## src/rtl/regfile_pkg.sv

```systemverilog
// Shared definitions for the regfile datapath: bank geometry, the one-hot
// write-enable type and its legality classifier.
package regfile_pkg;

   localparam int NUM_REGS = 4;
   localparam int ADDR_W   = 2;

   typedef logic [NUM_REGS-1:0] onehot_t;

   typedef enum logic [1:0] {
      WR_NONE  = 2'd0,
      WR_LEGAL = 2'd1,
      WR_MULTI = 2'd2
   } wr_class_e;

   typedef struct packed {
      logic exactly_one;
      logic multi_hot;
   } onehot_class_t;

   function automatic onehot_class_t onehot_legal(input onehot_t vec);
      onehot_class_t res;
      logic [2:0]    cnt;
      cnt = 3'd0;
      for (int i = 0; i < NUM_REGS; i++) begin
         cnt = cnt + {2'b00, vec[i]};
      end
      res.exactly_one = (cnt == 3'd1);
      res.multi_hot   = (cnt > 3'd1);
      return res;
   endfunction

endpackage

```

## src/rtl/regbank_onehot_guard.sv

```systemverilog
// Classifies the decoder's one-hot write enable and turns it into qualified
// per-register write strobes; illegal multi-hot enables write nothing.
module regbank_onehot_guard
   import regfile_pkg::*;
#(
   parameter int ZERO_REG0 = 1
) (
   input  logic [NUM_REGS-1:0] wr_onehot,
   output logic [NUM_REGS-1:0] wr_strobe,
   output wr_class_e           wr_class
);

   onehot_class_t cls_s;

   // Classify the enable vector into none / legal / multi-hot
   always_comb begin
      cls_s = onehot_legal(wr_onehot);
      case ({cls_s.exactly_one, cls_s.multi_hot})
         2'b00:   wr_class = WR_NONE;
         2'b10:   wr_class = WR_LEGAL;
         2'b01:   wr_class = WR_MULTI;
         default: wr_class = WR_MULTI;
      endcase
   end

   // Qualified strobes; register 0 is never strobed when it is the zero register
   always_comb begin
      wr_strobe = {NUM_REGS{1'b0}};
      for (int i = 0; i < NUM_REGS; i++) begin
         if (wr_class == WR_LEGAL && wr_onehot[i] && !(i == 0 && ZERO_REG0 != 0)) begin
            wr_strobe[i] = 1'b1;
         end else begin
            wr_strobe[i] = 1'b0;
         end
      end
   end

endmodule

```

## src/rtl/regbank4_onehot_wr.sv

```systemverilog
// Four-entry register bank with one-hot write enable, two registered read
// ports with same-edge write forwarding, sticky written[] and wr_error flags.
module regbank4_onehot_wr
   import regfile_pkg::*;
#(
   parameter int WIDTH     = 32,
   parameter int ZERO_REG0 = 1
) (
   input  logic                clock,
   input  logic                ctrl_reset_n,
   input  logic [NUM_REGS-1:0] wr_onehot,
   input  logic [WIDTH-1:0]    data_writeReg,
   input  logic [ADDR_W-1:0]   ctrl_readRegA,
   input  logic [ADDR_W-1:0]   ctrl_readRegB,
   input  logic                rd_req,
   input  logic                clr_written,
   output logic [WIDTH-1:0]    data_readRegA,
   output logic [WIDTH-1:0]    data_readRegB,
   output logic                rd_valid,
   output logic [NUM_REGS-1:0] written,
   output logic                wr_error
);

   logic [WIDTH-1:0]    regs_r     [NUM_REGS];
   logic [WIDTH-1:0]    reg_next_s [NUM_REGS];
   logic [NUM_REGS-1:0] wr_strobe_s;
   wr_class_e           wr_class_s;
   logic                multi_hot_s;
   logic [WIDTH-1:0]    rd_a_s;
   logic [WIDTH-1:0]    rd_b_s;
   logic [WIDTH-1:0]    rd_a_r;
   logic [WIDTH-1:0]    rd_b_r;
   logic                rd_valid_r;
   logic [NUM_REGS-1:0] written_r;
   logic                wr_error_r;

   regbank_onehot_guard #(
      .ZERO_REG0 (ZERO_REG0)
   ) u_guard (
      .wr_onehot (wr_onehot),
      .wr_strobe (wr_strobe_s),
      .wr_class  (wr_class_s)
   );

   assign multi_hot_s = (wr_class_s == WR_MULTI);

   // Post-write view of every register; this is what makes same-edge forwarding work
   always_comb begin
      for (int i = 0; i < NUM_REGS; i++) begin
         if (wr_strobe_s[i]) begin
            reg_next_s[i] = data_writeReg;
         end else begin
            reg_next_s[i] = regs_r[i];
         end
      end
   end

   // Read-port muxes over the post-write view, zero register forced to 0
   always_comb begin
      if (ZERO_REG0 != 0 && ctrl_readRegA == 2'd0) begin
         rd_a_s = {WIDTH{1'b0}};
      end else begin
         rd_a_s = reg_next_s[ctrl_readRegA];
      end
      if (ZERO_REG0 != 0 && ctrl_readRegB == 2'd0) begin
         rd_b_s = {WIDTH{1'b0}};
      end else begin
         rd_b_s = reg_next_s[ctrl_readRegB];
      end
   end

   // Register array, read outputs and sticky status, reset overriding everything
   always_ff @(posedge clock) begin
      if (!ctrl_reset_n) begin
         for (int i = 0; i < NUM_REGS; i++) begin
            regs_r[i] <= {WIDTH{1'b0}};
         end
         rd_a_r     <= {WIDTH{1'b0}};
         rd_b_r     <= {WIDTH{1'b0}};
         rd_valid_r <= 1'b0;
         written_r  <= {NUM_REGS{1'b0}};
         wr_error_r <= 1'b0;
      end else begin
         for (int i = 0; i < NUM_REGS; i++) begin
            regs_r[i] <= reg_next_s[i];
         end
         // A legal write's set bit wins over a same-edge clear
         if (clr_written) begin
            written_r <= wr_strobe_s;
         end else begin
            written_r <= written_r | wr_strobe_s;
         end
         wr_error_r <= wr_error_r | multi_hot_s;
         rd_valid_r <= rd_req;
         if (rd_req) begin
            rd_a_r <= rd_a_s;
            rd_b_r <= rd_b_s;
         end else begin
            rd_a_r <= rd_a_r;
            rd_b_r <= rd_b_r;
         end
      end
   end

   assign data_readRegA = rd_a_r;
   assign data_readRegB = rd_b_r;
   assign rd_valid      = rd_valid_r;
   assign written       = written_r;
   assign wr_error      = wr_error_r;

endmodule

```

## config.mk

```make
export PLATFORM = sky130hd
export DESIGN_NAME = regbank4_onehot_wr
export DESIGN_NICKNAME = d
export VERILOG_FILES = /design/src/rtl/regfile_pkg.sv /design/src/rtl/regbank_onehot_guard.sv /design/src/rtl/regbank4_onehot_wr.sv
export SDC_FILE = /design/constraint.sdc
export NUM_CORES = 1
export LEC_CHECK = 0
export CAP_MARGIN = 20
export CORE_ASPECT_RATIO = 0.8
export CORE_MARGIN = 2
export CORE_UTILIZATION = 57
export DETAILED_ROUTE_END_ITERATION = 10
export DONT_BUFFER_PORTS = 1
export GPL_TIMING_DRIVEN = 0
export PLACE_DENSITY = 0.77
export SLEW_MARGIN = 10
export SYNTH_ARGS = -nofsm -noshare
export SYNTH_HDL_FRONTEND = slang
export SYNTH_HIERARCHICAL = 1
export SYNTH_SLANG_ARGS = --single-unit
```

## constraint.sdc

```tcl
create_clock -name clock -period 2.2 [get_ports clock]
set_input_delay 0 -clock clock [delete_from_list [all_inputs] [get_ports clock]]
set_output_delay 0 -clock clock [all_outputs]
set_load 0.05 [all_outputs]
```

==> run_results.csv <==
group,metric,value,unit
status,status,"finished, final reports clean",
placed_design,gp_congestion,0.866,
layout,regArea,3320,um^2
sta,rsz0062_at_grt,"false",
hold_path,min_from,"ctrl_readRegB[1]",
cts,clk_path_buf_depth,2,
critical_path,crit_required,2.56,ns
sta,slew-limit-headroom,52.9,%
layout,area_growth,18.9,%
floorplanning,core_area,12700,um^2
sta,hold_viol_final,0,
placed_design,place_ws,-0.214,ns
sta,final.setup.worst_slack,0.105,ns
critical_path,ff2ff_setup_slack,0.96,ns
layout,antenna_cells,0,
critical_path,end_kind,"flip-flop",
sta,finClkSkew,0.00752,ns
floorplanning,row_count,37,
layout,drive_gt1_share,16.9,%
route,drt_iter0_markers,516,
critical_path,critPathCapture,"data_readRegA[13]$_SDFFE_PN0P_",
logic_synthesis,synth_simple_gate_area_share,11.1,%
route,postRouteWirelength,21.8,mm
logic_synthesis,yosysSeqAreaShare,45.0,%
logic_synthesis,synth_cell_types,26,
critical_path,crit_fanout,8,
sta,tightestPinTransition,0.707,ns
sta,clock.fmax,0.477,GHz
sta,fin_setup_tns,0,ns
logic_synthesis,syn_area,7380,um^2
global_route,grt_pass1_vias,6315,
placed_design,dp_hpwl,14.7,mm
placed_design,io_buffers,0,
sta,period_needed,2.10,ns
global_route,grt_overflow,0,
logic_synthesis,synth_nets,788,
flow_run,drv_cap,0,
route,ant_nets,0,
cts,post-cts-setup-buffers,0,
logic_synthesis,synth_compound_area_share,20.8,%
global_route,grt_max_degree,17,
power_and_ir_drop,max-vdd-ir-drop,0.000647,V
cts,htreeDepth,4,
logic_synthesis,synthMuxAreaShare,13.2,%
cts,cts_tree,"built",
critical_path,crit_slowest_cell,"fa_2",
logic_synthesis,synth.avg_cell_area,9.98,um^2
route,num_vias,6021,
sta,report.final.slew_viol_count,0,
layout,final_cell_mix,"dfxtp_1 (166), o22ai_1 (103), nor2b_1 (101), inv_1 (69), mux2i_1 (60)",
layout,num-nets-final,845,
cts,path_clk_slew,0.06,ns
global_route,grt_antenna_before_repair,0,
critical_path,critPathArrivalTime,2.45,ns
cts,clk_latency,0.45,ns
route,firstDrtPassIters,5,
critical_path,startpoint_type,"input port",
global_route,grt_pass1_wl,34.4,mm
critical_path,rr_worst_depth,3,
floorplanning,ios,114,
critical_path,r2r-end,"data_readRegA[13]$_SDFFE_PN0P_",
layout,nFillCells,944,
layout,multi_input_area,3570,um^2
critical_path,cpPeakStageDelay,0.60,ns
logic_synthesis,ys_ff_latch,166,
critical_path,crit_chain,"ha_1 > inv_1 > fa_2 > nor4b_2 > buf_4 > mux2i_2 > nor2_1 > dlygate4sd3_1 > o2bb2ai_1",
sta,period_share,95.2,%
global_route,grt_use_total,32.4,%
floorplanning,dieArea,13900,um^2
logic_synthesis,synth_top_family_by_area,"compound AO/OA/AOI/OAI gates",
route,drc,0,
floorplanning,start_util,58.0,%
critical_path,critical_path.startpoint,"wr_onehot[0]",
critical_path,path_class,"input port to flip-flop",
layout,final_common_cell,"dfxtp_1",
route,wire_per_inst,22.2,um
hold_path,hp-class,"input port to flip-flop",
logic_synthesis,yosysWarnings,6,
sta,finalSetupViolCount,0,
floorplanning,die_w,131,um
route,routed_via_density,6.14,
power_and_ir_drop,p_total,0.00756,W
logic_synthesis,syn_inst,740,
cts,cts_inserted_buffers,17,
logic_synthesis,yosys.area_share.adder,0.780,%
cts,clock_sinks,166,
logic_synthesis,synth_xor_area_share,0,%
cts,clockRootBuffer,"clkbuf_16",
power_and_ir_drop,power_density,862,nW/um^2
floorplanning,die_h,106,um
critical_path,reg2reg_from,"data_readRegA[13]$_SDFFE_PN0P_",
power_and_ir_drop,p_leak,2.86,nW
-- per-layer routing --
metal | vias to the layer above | share of wire [%] | wire length (um) | track usage, %
met4 | 0 | 2.8 | 613 | 13.1
met3 | 68 | 9.9 | 2160 | 10.8
li1 | 2732 | - | - | -
met2 | 312 | 47 | 10200 | 52.7
met5 | - | 0 | 0 | 0
met1 | 2909 | 41 | 8850 | 39.7
-- flip-flops by register name, summed over array words and instances (netlist names) --
signal	cells
data_readRegB	32
written	4
rd_valid	1
data_readRegA	32
wr_error	1
regs_r	96
-- worst max-delay path, delay by kind of cell --
family	cells	cell delay [ns]
and+or+nand+nor	2	0.14
adders and majority gates	2	0.86
muxes	1	0.44
buffers and inverters	3	0.82
AOI/OAI and AO/OA	1	0.19
-- worst min-delay path by stage --
stage / end / cells after the start
4_1_cts: data_readRegB[0]$_SDFFE_PN0P_ / 3
3_5_place_dp: data_readRegA[2]$_SDFFE_PN0P_ / 2
2_1_floorplan: data_readRegA[13]$_SDFFE_PN0P_ / 2
6_report: data_readRegB[0]$_SDFFE_PN0P_ / 3
5_1_grt: data_readRegB[1]$_SDFFE_PN0P_ / 3
3_3_place_gp: data_readRegA[12]$_SDFFE_PN0P_ / 2
-- area by class of cell --
| cell class | instances | area share, % |
|---|---|---|
| flip-flops and latches | 166 | 37.9 |
| inverters | 70 | 2.99 |
| clock buffers | 24 | 5.71 |
| plain buffers | 65 | 5.12 |
| clock inverters | 4 | 0.798 |
| multi-input cells | 439 | 40.7 |
| well taps | 175 | 2.49 |
| repair buffers | 38 | 4.33 |
-- Yosys cell counts --
library cell  number  area [um^2]
or2_1              1         6.26
mux2i_1           96          961
nor2_1            25         93.8
nand2b_1           1         6.26
ha_1               3         37.5
and2_1             1         6.26
mux2i_2            1         13.8
o221ai_2          20          300
nor3_1             1         5.00
o21a_1            44          330
inv_1             70          263
buf_2             27          135
and3_1             1         6.26
buf_6             13          146
dfxtp_1          166         3320
clkbuf_1          18         67.6
o2bb2ai_1         25          219
nor2b_1          101          632
fa_1               1         20.0
buf_4              7         52.6
o22ai_1          103          644
o221ai_1           5         43.8
nor4b_1            3         26.3
nand3_1            2         10.0
nand3b_1           4         30.0
conb_1             1         3.75
-- power by group --
part           internal, W  leakage [nW]  switching [W]
sequential         0.00317          1.35       0.000315
combinational     0.000490          1.23       0.000640
clock              0.00179         0.284        0.00116
-- per-stage QoR --
stage | util [%] | area [um^2] | cells | hold WS (ns)
floorplan | - | 7600 | 740 | 0.152
global placement | 61.4 | 7820 | 915 | 0.157
detailed placement | 61.4 | 7820 | 915 | 0.163
CTS | 68.9 | 8770 | 981 | 0.0381
global route | 69.0 | 8780 | 981 | 0.0777
finish | 69.0 | 8780 | 981 | 0.0545
-- cells by family (layout without fill, tap and decap cells) --
family,Yosys count,count (layout)
DFF,166,166
and+or+nand+nor,140,140
muxes,97,97
adders and majority gates,4,4
buffers and inverters,135,201
AOI/OAI and AO/OA,197,197
other,1,1
-- repair_timing --
action | 4_1_cts | 5_1_grt
setup endpoints to repair | 0 | 1
hold endpoints to repair | 164 | 0
hold buffers | 38 | 0
gates resized for setup | 0 | 1
(Power assumes the default switching activity.)
